**config.mk**
```make
export PLATFORM = sky130hd
export DESIGN_NAME = lcd_bus_decoder_flat
export DESIGN_NICKNAME = d
export VERILOG_FILES = /design/src/rtl/lcd_bus_pkg.sv /design/src/rtl/lcd_bus_decoder_if.sv /design/src/rtl/lcd_ddram_buf.sv /design/src/rtl/lcd_bus_decoder.sv /design/src/flat_wrapper.sv
export SDC_FILE = /design/constraint.sdc
export NUM_CORES = 1
export LEC_CHECK = 0
export CORE_AREA = 2 2 155 232
export CTS_BUF_LIST = sky130_fd_sc_hd__clkbuf_2 sky130_fd_sc_hd__clkbuf_4 sky130_fd_sc_hd__clkbuf_8
export CTS_CLUSTER_SIZE = 20
export DETAILED_ROUTE_END_ITERATION = 10
export DIE_AREA = 0 0 157 234
export SYNTH_ARGS = -nofsm -noshare
export SYNTH_HDL_FRONTEND = slang
export SYNTH_HIERARCHICAL = 1
export SYNTH_SLANG_ARGS = --single-unit
```
**constraint.sdc**
```tcl
create_clock -name clk -period 4.15 [get_ports clk]
set_clock_uncertainty 0.1 [all_clocks]
set_input_delay 0.6225 -clock clk [delete_from_list [all_inputs] [get_ports clk]]
set_output_delay 0.6225 -clock clk [all_outputs]
set_load 0.05 [all_outputs]
```
**src/rtl/lcd_bus_pkg.sv**
```systemverilog
// lcd_bus_pkg: shared opcodes, line map and FSM states for the LCD write-bus decoder
package lcd_bus_pkg;
  localparam logic [7:0] CMD_CLEAR = 8'h01;
  localparam logic [7:0] CMD_HOME = 8'h02;
  localparam logic [7:0] CMD_ENTRY = 8'h04;
  localparam logic [7:0] CMD_DISP = 8'h08;
  localparam logic [7:0] CMD_SHIFT = 8'h10;
  localparam logic [7:0] CMD_FSET = 8'h20;
  localparam logic [7:0] CMD_DDRAM = 8'h80;
  localparam logic [7:0] SPACE_CHAR = 8'h20;
  localparam logic [6:0] LINE1_BASE = 7'h00;
  localparam logic [6:0] LINE2_BASE = 7'h40;
  localparam logic [6:0] LINE_LEN = 7'd16;
  typedef enum logic [1:0] {IDLE, CLEAR, BUSY} state_t;
endpackage

```
**src/rtl/lcd_bus_decoder_if.sv**
```systemverilog
// lcd_bus_decoder_if: LCD write bus plus the decoder's readback/status signals
interface lcd_bus_decoder_if;
  logic lcd_e;
  logic lcd_rs;
  logic lcd_rw;
  logic [7:0] lcd_data;
  logic [4:0] rd_addr;
  logic [7:0] rd_char;
  logic [4:0] cursor;
  logic busy;
  logic disp_on;
  logic wr_strobe;
  logic cmd_strobe;
  logic [7:0] cmd_code;
  logic proto_err;
  modport master (
    output lcd_e, lcd_rs, lcd_rw, lcd_data, rd_addr,
    input rd_char, cursor, busy, disp_on, wr_strobe, cmd_strobe, cmd_code, proto_err
  );
  modport slave (
    input lcd_e, lcd_rs, lcd_rw, lcd_data, rd_addr,
    output rd_char, cursor, busy, disp_on, wr_strobe, cmd_strobe, cmd_code, proto_err
  );
endinterface

```
**src/rtl/lcd_ddram_buf.sv**
```systemverilog
// lcd_ddram_buf: 32x8 DDRAM image, reset to spaces, one write port, registered read
module lcd_ddram_buf
  import lcd_bus_pkg::*;
(
  input  logic       clk,
  input  logic       rst,
  input  logic       we_i,
  input  logic [4:0] waddr_i,
  input  logic [7:0] wdata_i,
  input  logic [4:0] raddr_i,
  output logic [7:0] rdata_o
);
  logic [7:0] mem_q [32];
  always_ff @(posedge clk or negedge rst) begin
    if (!rst) begin
      for (int i = 0; i < 32; i++) mem_q[i] <= SPACE_CHAR;
      rdata_o <= SPACE_CHAR;
    end else begin
      if (we_i) mem_q[waddr_i] <= wdata_i;
      rdata_o <= mem_q[raddr_i];
    end
  end
endmodule

```
**src/rtl/lcd_bus_decoder.sv**
```systemverilog
// lcd_bus_decoder: far-end HD44780 write-bus model with 2x16 DDRAM image, busy emulation and error flag
module lcd_bus_decoder
  import lcd_bus_pkg::*;
#(
  parameter int BUSY_CYCLES = 40,
  parameter int CLEAR_BUSY_CYCLES = 1640
) (
  input logic clk,
  input logic rst,
  lcd_bus_decoder_if.slave bus
);
  localparam int CW = $clog2(CLEAR_BUSY_CYCLES + 1);
  localparam logic [CW-1:0] N_BUSY = CW'(BUSY_CYCLES);
  localparam logic [CW-1:0] N_HOME = CW'(CLEAR_BUSY_CYCLES);
  localparam logic [CW-1:0] N_TAIL = CW'(CLEAR_BUSY_CYCLES - 32);
  state_t state_q, state_d;
  logic [CW-1:0] cnt_q, cnt_d;
  logic [4:0] cur_q, cur_d, clr_q, clr_d;
  logic [7:0] code_q, code_d, dat_q;
  logic inc_q, inc_d, disp_q, disp_d, err_q, err_d;
  logic wrs_q, wrs_d, cms_q, cms_d;
  logic e_q, rs_q, rw_q;
  logic busy, commit, clearing;
  logic [6:0] off1, off2;
  assign clearing = state_q == CLEAR;
  assign busy = cnt_q != '0 || clearing;
  // a transaction lands on the first low cycle after enable was high; reads never commit
  assign commit = e_q && !bus.lcd_e && !rw_q;
  assign off1 = dat_q[6:0] - LINE1_BASE;
  assign off2 = dat_q[6:0] - LINE2_BASE;
  always_comb begin
    state_d = state_q;
    cnt_d = cnt_q;
    cur_d = cur_q;
    clr_d = clr_q;
    inc_d = inc_q;
    disp_d = disp_q;
    err_d = err_q;
    code_d = code_q;
    wrs_d = 1'b0;
    cms_d = 1'b0;
    if (clearing) begin
      clr_d = clr_q + 5'd1;
      if (clr_q == 5'd31) begin
        state_d = N_TAIL == '0 ? IDLE : BUSY;
        cnt_d = N_TAIL;
      end
    end else if (state_q == BUSY) begin
      cnt_d = cnt_q - CW'(1);
      if (cnt_q == CW'(1)) state_d = IDLE;
    end
    if (commit && busy) begin
      err_d = 1'b1;
    end else if (commit && rs_q) begin
      wrs_d = 1'b1;
      cur_d = cur_q + (inc_q ? 5'd1 : 5'd31);
      state_d = BUSY;
      cnt_d = N_BUSY;
    end else if (commit) begin
      cms_d = 1'b1;
      code_d = dat_q;
      state_d = BUSY;
      cnt_d = N_BUSY;
      if (dat_q >= CMD_DDRAM) begin
        if (off1 < LINE_LEN) cur_d = off1[4:0];
        else if (off2 < LINE_LEN) cur_d = off2[4:0] + LINE_LEN[4:0];
        else err_d = 1'b1;
      end else if (dat_q >= CMD_SHIFT && dat_q < CMD_FSET) begin
        if (!dat_q[3]) cur_d = cur_q + (dat_q[2] ? 5'd1 : 5'd31);
      end else if (dat_q >= CMD_DISP && dat_q < CMD_SHIFT) begin
        disp_d = dat_q[2];
      end else if (dat_q >= CMD_ENTRY && dat_q < CMD_DISP) begin
        inc_d = dat_q[1];
      end else if (dat_q >= CMD_HOME && dat_q < CMD_ENTRY) begin
        cur_d = '0;
        cnt_d = N_HOME;
      end else if (dat_q == CMD_CLEAR) begin
        cur_d = '0;
        inc_d = 1'b1;
        clr_d = '0;
        cnt_d = '0;
        state_d = CLEAR;
      end
    end
  end
  always_ff @(posedge clk or negedge rst) begin
    if (!rst) begin
      state_q <= IDLE;
      cnt_q <= '0;
      cur_q <= '0;
      clr_q <= '0;
      inc_q <= 1'b1;
      disp_q <= 1'b0;
      err_q <= 1'b0;
      code_q <= '0;
      wrs_q <= 1'b0;
      cms_q <= 1'b0;
      e_q <= 1'b0;
      rs_q <= 1'b0;
      rw_q <= 1'b0;
      dat_q <= '0;
    end else begin
      state_q <= state_d;
      cnt_q <= cnt_d;
      cur_q <= cur_d;
      clr_q <= clr_d;
      inc_q <= inc_d;
      disp_q <= disp_d;
      err_q <= err_d;
      code_q <= code_d;
      wrs_q <= wrs_d;
      cms_q <= cms_d;
      e_q <= bus.lcd_e;
      if (bus.lcd_e) begin
        rs_q <= bus.lcd_rs;
        rw_q <= bus.lcd_rw;
        dat_q <= bus.lcd_data;
      end
    end
  end
  lcd_ddram_buf u_buf (
    .clk(clk),
    .rst(rst),
    .we_i(clearing || (commit && !busy && rs_q)),
    .waddr_i(clearing ? clr_q : cur_q),
    .wdata_i(clearing ? SPACE_CHAR : dat_q),
    .raddr_i(bus.rd_addr),
    .rdata_o(bus.rd_char)
  );
  assign bus.cursor = cur_q;
  assign bus.busy = busy;
  assign bus.disp_on = disp_q;
  assign bus.wr_strobe = wrs_q;
  assign bus.cmd_strobe = cms_q;
  assign bus.cmd_code = code_q;
  assign bus.proto_err = err_q;
endmodule

```
**src/flat_wrapper.sv**
```systemverilog
// flat-port wrapper written by rule: the top's interface ports become plain ports
module lcd_bus_decoder_flat import lcd_bus_pkg::*;
#(
  parameter int BUSY_CYCLES = 40,
  parameter int CLEAR_BUSY_CYCLES = 1640
)
  (clk, rst, bus_lcd_e, bus_lcd_rs, bus_lcd_rw, bus_lcd_data, bus_rd_addr, bus_rd_char, bus_cursor, bus_busy, bus_disp_on, bus_wr_strobe, bus_cmd_strobe, bus_cmd_code, bus_proto_err);
  lcd_bus_decoder_if bus_i ();
  input logic clk;
  input logic rst;
  input wire logic [$bits(bus_i.lcd_e)-1:0] bus_lcd_e;
  input wire logic [$bits(bus_i.lcd_rs)-1:0] bus_lcd_rs;
  input wire logic [$bits(bus_i.lcd_rw)-1:0] bus_lcd_rw;
  input wire logic [$bits(bus_i.lcd_data)-1:0] bus_lcd_data;
  input wire logic [$bits(bus_i.rd_addr)-1:0] bus_rd_addr;
  output wire logic [$bits(bus_i.rd_char)-1:0] bus_rd_char;
  output wire logic [$bits(bus_i.cursor)-1:0] bus_cursor;
  output wire logic [$bits(bus_i.busy)-1:0] bus_busy;
  output wire logic [$bits(bus_i.disp_on)-1:0] bus_disp_on;
  output wire logic [$bits(bus_i.wr_strobe)-1:0] bus_wr_strobe;
  output wire logic [$bits(bus_i.cmd_strobe)-1:0] bus_cmd_strobe;
  output wire logic [$bits(bus_i.cmd_code)-1:0] bus_cmd_code;
  output wire logic [$bits(bus_i.proto_err)-1:0] bus_proto_err;
  assign bus_i.lcd_e = bus_lcd_e;
  assign bus_i.lcd_rs = bus_lcd_rs;
  assign bus_i.lcd_rw = bus_lcd_rw;
  assign bus_i.lcd_data = bus_lcd_data;
  assign bus_i.rd_addr = bus_rd_addr;
  assign bus_rd_char = bus_i.rd_char;
  assign bus_cursor = bus_i.cursor;
  assign bus_busy = bus_i.busy;
  assign bus_disp_on = bus_i.disp_on;
  assign bus_wr_strobe = bus_i.wr_strobe;
  assign bus_cmd_strobe = bus_i.cmd_strobe;
  assign bus_cmd_code = bus_i.cmd_code;
  assign bus_proto_err = bus_i.proto_err;
  lcd_bus_decoder #(.BUSY_CYCLES(BUSY_CYCLES), .CLEAR_BUSY_CYCLES(CLEAR_BUSY_CYCLES)) u_core (.clk(clk), .rst(rst), .bus(bus_i));
endmodule
```
# Yosys cells after proc, flatten, opt, wreduce, memory -nomap -nowiden

Index checks and enable logic that the tools add are counted.

Bitwise gates (word level): 7
Multiplexer cells: 70
Order comparisons: 14
Equal/unequal tests: 13
Reductions and logical operators: 27
$add $sub $neg: 6

Operator list:

| cell                                                                                 | count |
|---|---|
| 256-bit bitwise mux                                                                  | 1 |
| 11-bit two-way mux                                                                   | 11 |
| 5-bit two-way mux                                                                    | 24 |
| 8-bit binary-select mux with 5-bit select                                            | 1 |
| 8-bit demux with 5-bit select                                                        | 1 |
| 8-bit two-way mux                                                                    | 4 |
| 2-bit two-way mux                                                                    | 13 |
| 7-bit by 5-bit less-than comparator with 1-bit output (second input constant)        | 2 |
| 1-bit two-way mux                                                                    | 14 |
| 6-bit greater-or-equal comparator (second input constant)                            | 2 |
| 5-bit NOT with 6-bit output                                                          | 2 |
| 11-bit by 1-bit == test with 1-bit output (second input constant)                    | 1 |
| 1-bit logical AND                                                                    | 11 |
| 11-bit nonzero test                                                                  | 1 |
| 11-bit by 1-bit subtractor with 11-bit output (second input constant)                | 1 |
| 5-bit adder                                                                          | 2 |
| 8-bit by 1-bit == test with 1-bit output (second input constant)                     | 1 |
| 8-bit by 2-bit greater-or-equal comparator with 1-bit output (second input constant) | 1 |
| 8-bit by 3-bit greater-or-equal comparator with 1-bit output (second input constant) | 1 |
| 8-bit by 4-bit greater-or-equal comparator with 1-bit output (second input constant) | 1 |
| 8-bit by 5-bit greater-or-equal comparator with 1-bit output (second input constant) | 1 |
| 8-bit greater-or-equal comparator (second input constant)                            | 1 |
| 8-bit by 3-bit less-than comparator with 1-bit output (second input constant)        | 1 |
| 8-bit by 4-bit less-than comparator with 1-bit output (second input constant)        | 1 |
| other kinds (24)                                                                     | 38 |

Flip-flop bits (word level): 311
Output and inout bits: 26
Bits of input ports: 18

# Longest topological paths before layout

Depth after elaboration: 11
Gate-level depth with buffers: 10
Depth with buffers taken out: 8

# Cells and area by module

Netlist, hierarchy kept.

By module, submodules not included:

| module          | cells an instance | times used | area an instance (um^2) |
|---|---|---|---|
| lcd_ddram_buf   | 707               | 1          | 11,908.9 |
| lcd_bus_decoder | 283               | 1          | 2,825.2 |

# Least setup slack after synthesis

Ideal clock, no wire load.

Path type: in2reg
From: input port bus_lcd_e
To: register u_core/u_buf/mem_q[152] (netlist name)
Data arrival time: 2.713 ns
Slack: 1.213 ns
Data required time: 3.925 ns
Stages on the path: 8
Buffers on the path: 2
Setup time: 0.125 ns
Cell sequence: nor3b_1 nand2_1 o21ai_0 clkbuf_1 or3b_2 clkbuf_1 nor2_2 mux2_2

Longest elaborated chain between the ends: 6

Ends and longest elaborated chain:

| item                           | line                   | source |
|---|---|---|
| start, declared                | flat_wrapper.sv:11     | `input wire logic [$bits(bus_i.lcd_e)-1:0] bus_lcd_e;` |
| 1-bit zero test                | lcd_bus_decoder.sv:28  | `assign commit = e_q && !bus.lcd_e && !rw_q;` |
| 1-bit logical AND (2 in a row) | lcd_bus_decoder.sv:28  |  |
| 1-bit logical AND (2 in a row) | lcd_bus_decoder.sv:124 | `.we_i(clearing \|\| (commit && !busy && rs_q)),` |
| 1-bit logical OR               | lcd_bus_decoder.sv:124 |  |
| end signal, assigned by index  | lcd_ddram_buf.sv:19    | `if (we_i) mem_q[waddr_i] <= wdata_i;` |
| end, declared                  | lcd_ddram_buf.sv:13    | `logic [7:0] mem_q [32];` |

No other way between the ends.
A chain may end at the register's enable or synchronous reset.

# Worst setup path after layout

From: register u_core.cnt_q[6]
To: output port bus_busy

Longest elaborated chain between the ends: 2

Ends and longest elaborated chain:

| item                   | line                   | source |
|---|---|---|
| start, declared        | lcd_bus_decoder.sv:17  | `logic [CW-1:0] cnt_q, cnt_d;` |
| start signal, assigned | lcd_bus_decoder.sv:104 | `cnt_q <= cnt_d;` |
| 11-bit nonzero test    | lcd_bus_decoder.sv:26  | `assign busy = cnt_q != '0 \|\| clearing;` |
| 1-bit logical OR       | lcd_bus_decoder.sv:26  |  |
| end, declared          | flat_wrapper.sv:18     | `output wire logic [$bits(bus_i.busy)-1:0] bus_busy;` |

No other way between the ends.

==> impl_metrics.csv <==
group,metric,value,unit
outcome,status,"completed",
placement,global_placement_routability_congestion,0.834,
placement,hpwlAfterDp,23.2,mm
floorplanning,design.core.area,34800,um^2
route,drt_first_pass_iters,4,
synth,synth_flop_cell,"dfrtp_1",
synth,synth_top_cells_by_area,"dfrtp_1 47%, mux2_2 22%, mux4_2 12%",
synth,synth.top_cell.area_share,47.0,%
route,drc,0,
placement,detailedPlace.worstSlack,0.571,ns
layout,nets,1088,
global_route,maximum_number_of_pins_on_one_net_before_global_route_repair,100,
global_route,first_global_vias,9418,
layout,final-seq-area,7830,um^2
global_route,grt_busiest_layer,"met2",
power_and_ir_drop,swShare,23.6,%
clock_tree,cts_max_path_buffers,3,
timing,setup_viol,0,
floorplanning,initial_utilization,42.4,%
power_and_ir_drop,power_report.internal_total,4.72,mW
clock_tree,clk_transition_reported_paths,0.06,ns
synth,post_synth_num_cell_types,62,
clock_tree,post-cts-setup-buffers,0,
worst_setup_path,path_cells,"nor4_4 > and2_2 > nand4_1 > clkdlybuf4s50_1",
clock_tree,tritoncts.num_buffers,49,
floorplanning,die-height,234,um
synth,syn_nets,1021,
timing,layout_min_cycle_time,3.44,ns
layout,fill_cells,3069,
timing,timing.final.hold_violations,0,
timing,grt_setup_unrepaired,"no",
worst_setup_path,ff_to_ff_setup_slack,0.85,ns
global_route,groute.usage.overall,20.1,%
synth,synth.ff_latch_count,311,
timing,timing.max_slew.rel_slack,37.4,%
floorplanning,std_cell_rows,84,
global_route,grt_met1_use,23.3,%
synth,synthArstFlopShare,100,%
clock_tree,clock_latency,0.60,ns
worst_setup_path,critical_path.slowest_cell,"clkdlybuf4s50_1",
route,initialDrtViolationCount,362,
layout,mostFrequentLayoutCells,"287 x mux2_2, 277 x dfrtp_1, 80 x mux4_2",
placement,placement.io_buffers,43,
timing,fin_ws,0.715,ns
clock_tree,clock_tree.htree_level_count,2,
route,post_drt_via_cell_ratio,5.45,
synth,post_synth_edffs,0,
timing,slew_violations,0,
synth,top_cell_type_by_total_area_after_synthesis,"dfrtp_1",
floorplanning,floorplan_die_width,157,um
worst_setup_path,criticalPathCategory,"reg -> out",
worst_setup_path,max_stage_delay,0.76,ns
hold_path,hold_path_class,"reg -> reg",
layout,multiInputGateArea,6560,um^2
timing,tightest_slew,0.929,ns
layout,area_growth,14.4,%
worst_setup_path,worst-endpoint-arrival,2.71,ns
global_route,wire_length_of_the_first_global_routing_pass,55.7,mm
power_and_ir_drop,ir_worst_vdd,252,uV
worst_setup_path,rr_worst_depth,9,
route,detail_route.wirelength,35.1,mm
layout,most_frequent_standard_cell_in_the_layout_excluding_fill_and_tap_cells,"mux2_2",
timing,finalSetupTns,0,ns
flow_run,drv_cap,0,
timing,achievable-frequency,0.291,GHz
power_and_ir_drop,clkPwrFrac,45.0,%
synth,mappedNetlistArea,14700,um^2
synth,avg_inst_size_synth,14.9,um^2
timing,period_share,82.8,%
clock_tree,ctsRootBufferMaster,"clkbuf_8",
route,via_count,8568,
power_and_ir_drop,cellLeakagePower,7.85,nW
power_and_ir_drop,switching_power,1.46,mW
worst_setup_path,critical_path.startpoint,"u_core/cnt_q[6]",
power_and_ir_drop,pwr_per_cell_area,367,nW/um^2
worst_setup_path,regToRegEndpoint,"u_core/u_buf/mem_q[154]",
worst_setup_path,worstSetupEndpoint,"bus_busy",
worst_setup_path,reg2reg_from,"u_core/cnt_q[1]",
layout,final_layout_size_suffix_gt1_share,50.3,%
worst_setup_path,timing.critical_path.required,3.43,ns
worst_setup_path,critical_path.endpoint_type,"output pin",
worst_setup_path,worst_setup_path_start_kind,"flip-flop",
synth,synthesis.yosys.warnings,6,
floorplanning,floorplan.io_pins,44,
global_route,grt-ovfl-total,0,
power_and_ir_drop,share_seq_of_total_power,49.7,%
clock_tree,cts_sinks,311,
power_and_ir_drop,combinationalPowerShare,5.3,%
global_route,globalRouteMet3Util,2.64,%
floorplanning,die_area,36700,um^2
synth,syn_inst,990,
clock_tree,cts_tree,"done",
route,detail-route-antenna-nets,0,
synth,synth-seq-area-share,53.1,%
global_route,antenna_violations_before_repair,1,
route,routedWlPerCell,22.3,um
worst_setup_path,timing.critical_path.fanout_max,7,
global_route,grt.met2_usage,37.6,%
-- worst min path at each step --
stage | startpoint | end | cells after the start
floorplan | rst | u_core/bus.cmd_code[0] | 0
global placement | u_core/bus.proto_err | u_core/bus.proto_err | 1
detailed placement | u_core/bus.proto_err | u_core/bus.proto_err | 1
CTS | u_core/bus.proto_err | u_core/bus.proto_err | 1
global route | u_core/u_buf/mem_q[160] | u_core/u_buf/mem_q[160] | 1
finish | u_core/bus.proto_err | u_core/bus.proto_err | 1
-- registers in the layout, indices dropped and copies added, names as in the netlist --
name,count
u_core/bus.cursor,5
u_core/rs_q,1
u_core/bus.proto_err,1
u_core/inc_q,1
u_core/state_q,2
u_core/dat_q,8
u_core/cnt_q,11
u_core/rw_q,1
u_core/e_q,1
u_core/bus.cmd_strobe,1
u_core/bus.disp_on,1
u_core/u_buf/rdata_o,8
u_core/clr_q,5
u_core/bus.cmd_code,8
u_core/bus.wr_strobe,1
u_core/u_buf/mem_q,256
-- cell type report --
cell class              count  area share, %
diodes                      1         0.0148
clock buffers              85           6.16
clock inverters             7          0.267
inverters                  11          0.245
multi-input cells         603           38.9
flip-flops and latches    311           46.4
well taps                 473           3.51
repair buffers             81           4.47
-- logic make-up after synthesis --
group	count (synthesis)	share of synthesized area [%]
AOI/OAI and AO/OA	53	2.31
xor gates and xnor gates	9	0.535
adders and majority gates	13	1.21
buffers and inverters	76	2.37
DFF	311	53.1
muxes	371	34.5
and+or+nand+nor	157	6.00
-- synthesized netlist by cell type (all sizes together) (3+ instances only) --
cell type / count
nand2: 43
nand3b: 5
nor2: 40
mux4: 80
xnor2: 7
a21oi: 12
nand3: 5
nor2b: 3
clkbuf: 45
nor4: 3
dfrtp: 277
ha: 11
nand4b: 3
nor3: 8
a31oi: 3
nand4: 6
nor3b: 6
inv: 11
mux2i: 3
nand2b: 8
a211oi: 3
o21ai: 16
dfstp: 34
a21o: 3
buf: 20
and2: 8
and3: 6
mux2: 288
-- timing repair --
item                                   4_1_cts  5_1_grt
endpoints found under the hold margin       42        0
resized for setup                            0        0
hold buffers                                 1        0
-- per-stage QoR --
step | util [%] | std cells | instance area [um^2] | total power [mW] | hold slack [ns]
finish | 48.5 | 1572 | 16900 | 6.18 | 0.376
global route | 48.5 | 1572 | 16900 | 6.45 | 0.414
CTS | 48.5 | 1571 | 16900 | 6.29 | 0.385
detailed placement | 45.3 | 1478 | 15800 | 3.46 | 0.354
global placement | 45.3 | 1478 | 15800 | 3.46 | 0.357
floorplan | - | 990 | 14700 | 3.29 | 0.227
-- power groups by stage --
stage	combinational [mW]	sequential (mW)	clock (mW)
finish	0.326	3.07	2.78
global route	0.361	3.07	3.02
CTS	0.336	3.07	2.89
detailed placement	0.334	3.13	0
global placement	0.333	3.12	0
floorplan	0.180	3.11	0
-- per-layer routing --
metal,up-vias,part of all wire (%)
met5,-,0
met4,0,3.6
met3,79,3.3
met2,175,55
met1,4509,39
li1,3805,-
-- worst max-delay path: cells and delay by family (launching register included) --
kind	cells	cell delay, ns
DFF	1	0.44
buffers and inverters	1	0.76
and+or+nand+nor	3	0.92
No activity file was read; power rests on OpenSTA's default activity.
